$ cat src/rtl/pipelined_decode_ctrl.sv
// ID-stage decoder with an ID/EX output register, valid/ready handshake,
// load-use interlock, synchronous flush and a saturating stall counter.
module pipelined_decode_ctrl #(
    parameter int unsigned XLEN          = 32,
    parameter bit          ENABLE_SHIFTS = 1'b1,
    parameter int unsigned CNT_W         = 16
) (
    input  logic             clk,
    input  logic             rst_n,
    input  logic             in_valid,
    output logic             in_ready,
    input  logic [31:0]      instr,
    input  logic [XLEN-1:0]  pc_in,
    input  logic             flush,
    output logic             out_valid,
    input  logic             out_ready,
    output logic [3:0]       alu_control,
    output logic             reg_write_enable,
    output logic             mem_read,
    output logic             mem_write,
    output logic             branch,
    output logic             alu_src_imm,
    output logic             branch_ne,
    output logic [4:0]       rs1,
    output logic [4:0]       rs2,
    output logic [4:0]       rd,
    output logic [XLEN-1:0]  imm,
    output logic [XLEN-1:0]  pc_out,
    output logic             illegal,
    output logic [CNT_W-1:0] stall_cnt
);

    localparam logic [6:0] OP_R      = 7'b0110011;
    localparam logic [6:0] OP_I      = 7'b0010011;
    localparam logic [6:0] OP_LOAD   = 7'b0000011;
    localparam logic [6:0] OP_STORE  = 7'b0100011;
    localparam logic [6:0] OP_BRANCH = 7'b1100011;
    localparam logic [6:0] OP_LUI    = 7'b0110111;

    localparam logic [3:0] ALU_ADD  = 4'b0000;
    localparam logic [3:0] ALU_SUB  = 4'b0001;
    localparam logic [3:0] ALU_AND  = 4'b0010;
    localparam logic [3:0] ALU_OR   = 4'b0011;
    localparam logic [3:0] ALU_XOR  = 4'b0100;
    localparam logic [3:0] ALU_SLT  = 4'b0101;
    localparam logic [3:0] ALU_SLTU = 4'b0110;
    localparam logic [3:0] ALU_SLL  = 4'b0111;
    localparam logic [3:0] ALU_SRL  = 4'b1000;
    localparam logic [3:0] ALU_SRA  = 4'b1001;

    localparam logic [6:0] F7_ZERO = 7'b0000000;
    localparam logic [6:0] F7_ALT  = 7'b0100000;

    logic [6:0]      opcode;
    logic [2:0]      funct3;
    logic [6:0]      funct7;
    logic [3:0]      d_alu;
    logic            d_rw, d_mr, d_mw, d_br, d_bne, d_src, d_ill;
    logic [4:0]      d_rs1;
    logic [XLEN-1:0] d_imm;
    logic            uses_rs1, uses_rs2, is_shift;
    logic            hazard, accept;

    assign opcode = instr[6:0];
    assign funct3 = instr[14:12];
    assign funct7 = instr[31:25];

    // Shared funct3 -> ALU op map for R-type and I-ALU (base variant).
    function automatic logic [3:0] f3_alu(input logic [2:0] f);
        case (f)
            3'b000:  f3_alu = ALU_ADD;
            3'b001:  f3_alu = ALU_SLL;
            3'b010:  f3_alu = ALU_SLT;
            3'b011:  f3_alu = ALU_SLTU;
            3'b100:  f3_alu = ALU_XOR;
            3'b101:  f3_alu = ALU_SRL;
            3'b110:  f3_alu = ALU_OR;
            default: f3_alu = ALU_AND;
        endcase
    endfunction

    // Combinational decode of the instruction presented by IF/ID.
    always_comb begin
        d_alu    = ALU_ADD;
        d_rw     = 1'b0;
        d_mr     = 1'b0;
        d_mw     = 1'b0;
        d_br     = 1'b0;
        d_bne    = 1'b0;
        d_src    = 1'b0;
        d_ill    = 1'b0;
        d_rs1    = instr[19:15];
        d_imm    = '0;
        uses_rs1 = 1'b0;
        uses_rs2 = 1'b0;
        is_shift = (funct3 == 3'b001) || (funct3 == 3'b011) || (funct3 == 3'b101);
        case (opcode)
            OP_R: begin
                uses_rs1 = 1'b1;
                uses_rs2 = 1'b1;
                d_rw     = 1'b1;
                if (funct7 == F7_ZERO)                          d_alu = f3_alu(funct3);
                else if (funct7 == F7_ALT && funct3 == 3'b000)  d_alu = ALU_SUB;
                else if (funct7 == F7_ALT && funct3 == 3'b101)  d_alu = ALU_SRA;
                else                                            d_ill = 1'b1;
                if (!ENABLE_SHIFTS && is_shift)                 d_ill = 1'b1;
            end
            OP_I: begin
                uses_rs1 = 1'b1;
                d_rw     = 1'b1;
                d_src    = 1'b1;
                d_imm    = XLEN'($signed(instr[31:20]));
                d_alu    = f3_alu(funct3);
                if (funct3 == 3'b001 && funct7 != F7_ZERO) d_ill = 1'b1;
                if (funct3 == 3'b101) begin
                    if (funct7 == F7_ALT)       d_alu = ALU_SRA;
                    else if (funct7 != F7_ZERO) d_ill = 1'b1;
                end
                if (!ENABLE_SHIFTS && is_shift) d_ill = 1'b1;
            end
            OP_LOAD: begin
                uses_rs1 = 1'b1;
                d_mr     = 1'b1;
                d_rw     = 1'b1;
                d_src    = 1'b1;
                d_imm    = XLEN'($signed(instr[31:20]));
                if (funct3 != 3'b010) d_ill = 1'b1;
            end
            OP_STORE: begin
                uses_rs1 = 1'b1;
                uses_rs2 = 1'b1;
                d_mw     = 1'b1;
                d_src    = 1'b1;
                d_imm    = XLEN'($signed({instr[31:25], instr[11:7]}));
                if (funct3 != 3'b010) d_ill = 1'b1;
            end
            OP_BRANCH: begin
                uses_rs1 = 1'b1;
                uses_rs2 = 1'b1;
                d_br     = 1'b1;
                d_alu    = ALU_SUB;
                d_bne    = funct3[0];
                d_imm    = XLEN'($signed({instr[31], instr[7], instr[30:25], instr[11:8], 1'b0}));
                if (funct3[2:1] != 2'b00) d_ill = 1'b1;
            end
            OP_LUI: begin
                d_rw  = 1'b1;
                d_src = 1'b1;
                d_rs1 = 5'd0;
                d_imm = XLEN'($signed({instr[31:12], 12'b0}));
            end
            default: d_ill = 1'b1;
        endcase
        if (d_ill) begin
            d_alu = ALU_ADD;
            d_rw  = 1'b0;
            d_mr  = 1'b0;
            d_mw  = 1'b0;
            d_br  = 1'b0;
            d_bne = 1'b0;
            d_src = 1'b0;
            d_imm = '0;
        end
        if (instr[11:7] == 5'd0) d_rw = 1'b0;
    end

    // Load-use interlock against the load sitting in ID/EX, and accept logic.
    assign hazard = out_valid && mem_read && (rd != 5'd0) &&
                    ((uses_rs1 && (instr[19:15] == rd)) || (uses_rs2 && (instr[24:20] == rd)));
    assign in_ready = !flush && !hazard && (!out_valid || out_ready);
    assign accept   = in_valid && in_ready;

    // ID/EX register: flush > accept > drain-to-bubble > hold.
    always_ff @(posedge clk or negedge rst_n) begin
        if (!rst_n) begin
            out_valid        <= 1'b0;
            alu_control      <= '0;
            reg_write_enable <= 1'b0;
            mem_read         <= 1'b0;
            mem_write        <= 1'b0;
            branch           <= 1'b0;
            alu_src_imm      <= 1'b0;
            branch_ne        <= 1'b0;
            rs1              <= '0;
            rs2              <= '0;
            rd               <= '0;
            imm              <= '0;
            pc_out           <= '0;
            illegal          <= 1'b0;
        end else if (flush) begin
            out_valid <= 1'b0;
        end else if (accept) begin
            out_valid        <= 1'b1;
            alu_control      <= d_alu;
            reg_write_enable <= d_rw;
            mem_read         <= d_mr;
            mem_write        <= d_mw;
            branch           <= d_br;
            alu_src_imm      <= d_src;
            branch_ne        <= d_bne;
            rs1              <= d_rs1;
            rs2              <= instr[24:20];
            rd               <= instr[11:7];
            imm              <= d_imm;
            pc_out           <= pc_in;
            illegal          <= d_ill;
        end else if (out_valid && out_ready) begin
            out_valid <= 1'b0;
        end
    end

    // Saturating count of cycles an instruction waited on the interlock.
    always_ff @(posedge clk or negedge rst_n) begin
        if (!rst_n) begin
            stall_cnt <= '0;
        end else if (in_valid && hazard && !flush && (stall_cnt != '1)) begin
            stall_cnt <= stall_cnt + CNT_W'(1);
        end
    end

endmodule

$ cat config.mk
export PLATFORM = sky130hd
export DESIGN_NAME = pipelined_decode_ctrl
export DESIGN_NICKNAME = d
export VERILOG_FILES = /design/src/rtl/pipelined_decode_ctrl.sv
export SDC_FILE = /design/constraint.sdc
export NUM_CORES = 1
export LEC_CHECK = 0
export CAP_MARGIN = 0
export CORE_ASPECT_RATIO = 1.2
export CORE_MARGIN = 3
export CORE_UTILIZATION = 49
export DETAILED_ROUTE_END_ITERATION = 6
export PLACE_DENSITY = 0.95
export REMOVE_ABC_BUFFERS = 1
export SLEW_MARGIN = 20
export SYNTH_ARGS = -nofsm -noshare
export SYNTH_HDL_FRONTEND = slang
export SYNTH_SLANG_ARGS = --single-unit
$ cat constraint.sdc
create_clock -name clk -period 4.3 [get_ports clk]
set_clock_uncertainty 0.15 [all_clocks]
set_input_delay 0.645 -clock clk [delete_from_list [all_inputs] [get_ports clk]]
set_output_delay 0.645 -clock clk [all_outputs]
set_load 0.01 [all_outputs]
==> results.md <==
- Endpoint class of the critical path: output pin
- Core Footprint: 9710 µm²
- Final Hold Viols: 0
- Fin. max-slew vios: 0
- Syn Inst Count: 458
- IO buf count: 176
- Status: finished clean
- Pleak: 2.92 nW
- Final setup fails: 0
- CP Cell Sequence: clkdlybuf4s50_1 -> xor2_1 -> nor4_1 -> a2bb2o_1 -> and2_1 -> nor3b_1 -> clkdlybuf4s50_1
- Yosys warns: 0
- Critical path's largest stage delay: 0.49 ns
- Final period util: 86.6%
- Setup Crit Path Kind: input port to output pin
- Most common flop cell mapped by yosys: dfrtp_1
- 1st-pass router iterations: 5
- Reg clk slew, reported paths: 0.07 ns
- Post-Place Cell Area: 6830 µm²
- Mux cell area share after synthesis: 9.96%
- Initial cell density of the core: 51.1%
- CP max stage cell: clkdlybuf4s50_1
- Final core occ: between 70 and 80%
- Top cell type's share of synthesized area: 53.9%
- Diodes inserted: 0
- Drt wl/cell: 18.6 µm
- Hpwl dp: 10300 µm
- Largest family of logic cells by synthesized area: compound AO/OA/AOI/OAI gates
- Initial antenna violation count: 0
- CP dominant cell by count: clkdlybuf4s50_1
- Min-delay worst type: input port to async pin
- RePlAce Congestion: roughly 0.85
- CP max FO: 9
- Adder-cell share of the synthesized area: 0.252%
- Via count: 4274
- Largest cells by area after synthesis: dfrtp_1, mux2_2, nand2_1, o31ai_1, xnor2_1
- Die X: a little under 100 µm
- Grt ovf: 0
- Slew at the pin with the worst max-slew slack: 0.912 ns
- Simple-gate share of the synthesized area: 13.6%
- FP Rows: 39
- Worst VDD drop: between 0.2 and 0.25 mV
- DP Worst Slack: just under 0.6 ns
- PwrDens: 334 nW/µm²
- H-tree levels: 3
- Async SR Flop Fraction: 100%
- Area leader, netlist: dfrtp_1
- Post-synth EDFFs: 0
- Register area share after synthesis: 53.9%
- RSZ-0062 raised after global routing: no
- Startpoint Class: input port
- Via density: 5.68
- Die area: 11400 µm²
- All-layer global routing usage: 25.1%
- ANT nets after route: 0
- Cell Area, Synth: 4960 µm²
- FMAX: about 0.27 GHz
- Min Tclk post-route: 3.72 ns
- Worst setup margin: 0.578 ns
- Total power: approximately 2.4 mW
- Largest net degree at the start of global routing: between 90 and 100
- Layout area overhead: 43.0%
- Worst EP arrival: 2.93 ns
- CTS root buf: clkbuf_16
- Residual DRC: 0
- Finished Cell Area: 7100 µm²
- Boundary Pins: 177
- Nets: 694
- Share of layout cells above drive strength 1: 10.2%
- CTS tree: yes
- DRT iter0 DRCs: 213
- Clock insertion delay at the later pin of the skew report: 0.34 ns
- Die H: between 100 and 150 µm
- Avg Cell Area, Syn: 10.8 µm²
- CTS Hold Bufs: 0
- First-pass GRT wire length: 22700 µm
- PostCTS Resize Cnt: 0
- Max-cap violation count: 0
- Synth Area in XOR/XNOR: 4.94%
- Vias in the first global route: 4430
- Num CTS Buffers: 9
- Slew margin rel.: 39.2%
- Synth cell types: 44
- Synth Register Bits: between 100 and 150
- # Post-CTS Setup Buffers: 0
- WL final: ~14000 µm
- Max clock buf depth: 2
- Clock Sinks: around 110
- Complex-gate fraction of the synthesized area: a little over an eighth
- WP data required: 3.50 ns
final cells by class:
cell class	count	area, µm²
fill	669	2610
clock buffer	11	233
inverter	7	26.3
tap	123	154
sequential	107	2680
timing repair buffer	187	1860
multi-input combinational	312	2120
clock inverter	5	28.8
state kept, by name, summed over array words and instances (netlist names), 4 cells and up:
name	flops
imm	32
rs1	5
pc_out	32
stall_cnt	16
rs2	5
rd	5
alu_control	4
stage by stage:
step                      hold slack [ns]  setup TNS (ns)  instances
final                               0.214               0        752
after global routing                0.286               0        752
after global placement              0.308               0        736
after detailed placement            0.321               0        736
after floorplan                     0.199          -0.473        426
after CTS                           0.337               0        752
final timing paths:
kind / from / endpoint / slack, ns / depth (start not counted)
min: rst_n / pc_out[16]$_DFFE_PN0P_ / 0.21 / 1
max: instr[15] / in_ready / 0.58 / 7
max reg2reg: rd[0]$_DFFE_PN0P_ / pc_out[2]$_DFFE_PN0P_ / 1.57 / 6
min reg2reg: imm[15]$_DFFE_PN0P_ / imm[15]$_DFFE_PN0P_ / 0.33 / 2
min in group clk: imm[15]$_DFFE_PN0P_ / imm[15]$_DFFE_PN0P_ / 0.33 / 2
max in group asynchronous: rst_n / illegal$_DFFE_PN0P_ / 3.02 / 2
cell usage after synthesis (2+ instances only):
cell type / instances
a21o_1: 2
inv_1: 7
clkbuf_1: 18
xnor2_1: 17
nand2_1: 75
nand3_1: 17
o41ai_1: 2
nor2_1: 6
o21ai_0: 18
and3_1: 7
and2_1: 2
mux2_1: 13
mux2_2: 30
buf_6: 2
buf_2: 11
dfrtp_1: 107
o31ai_1: 37
nand2b_1: 2
xor2_1: 11
nor2b_1: 5
nor3_1: 8
or4_1: 3
a22oi_1: 4
o41ai_2: 4
nand4_1: 7
nor4_1: 3
a21oi_1: 23
cell usage in the layout, fill, tap and decap left out, types with 2 or more instances in the layout:
| cell type | count |
|---|---|
| dfrtp_1 | 107 |
| clkinv_2 | 4 |
| buf_4 | 10 |
| nand4_1 | 7 |
| clkbuf_1 | 2 |
| clkbuf_16 | 9 |
| nor4_1 | 3 |
| o31ai_1 | 37 |
| mux2_2 | 30 |
| xnor2_1 | 17 |
| and2_1 | 2 |
| or4_1 | 3 |
| o21ai_0 | 18 |
| a22oi_1 | 4 |
| nor3_1 | 8 |
| nor2_1 | 6 |
| and3_1 | 7 |
| clkdlybuf4s50_1 | 175 |
| nand2_1 | 75 |
| nor2b_1 | 5 |
| a21oi_1 | 23 |
| inv_1 | 7 |
| o41ai_2 | 4 |
| mux2_1 | 13 |
| o41ai_1 | 2 |
| nand3_1 | 16 |
| nand2b_1 | 2 |
| xor2_1 | 11 |
logic make-up after synthesis:
logic type / count (synthesis)
multiplexers: 44
adder cells (fa/ha/maj): 1
AND/OR/NAND/NOR: 141
XOR/XNOR: 28
AO/OA/AOI/OAI: 98
flip-flops: 107
buffers and inverters: 39
critical path, delay by kind of cell:
| family | cells | cell delay (ns) |
|---|---|---|
| and+or+nand+nor | 3 | 0.85 |
| AOI/OAI and AO/OA | 1 | 0.26 |
| buffers and inverters | 2 | 0.97 |
| xor gates and xnor gates | 1 | 0.19 |
power breakdown:
group	switching, mW	internal, mW	leakage (nW)
registers	0.0542	1.08	1.39
clock network	0.364	0.392	0.133
logic	0.202	0.272	1.40
total	0.620	1.75	2.92
layer usage:
metal / GRT usage [%] / up-vias / share of wire [%]
met3: 6.03 / 21 / 6.9
li1: - / 1960 / -
met2: 43.6 / 166 / 52
met4: 8.96 / 0 / 1.7
met5: 0 / - / 0
met1: 30.8 / 2127 / 40
No activity file was read; power rests on OpenSTA's default activity.
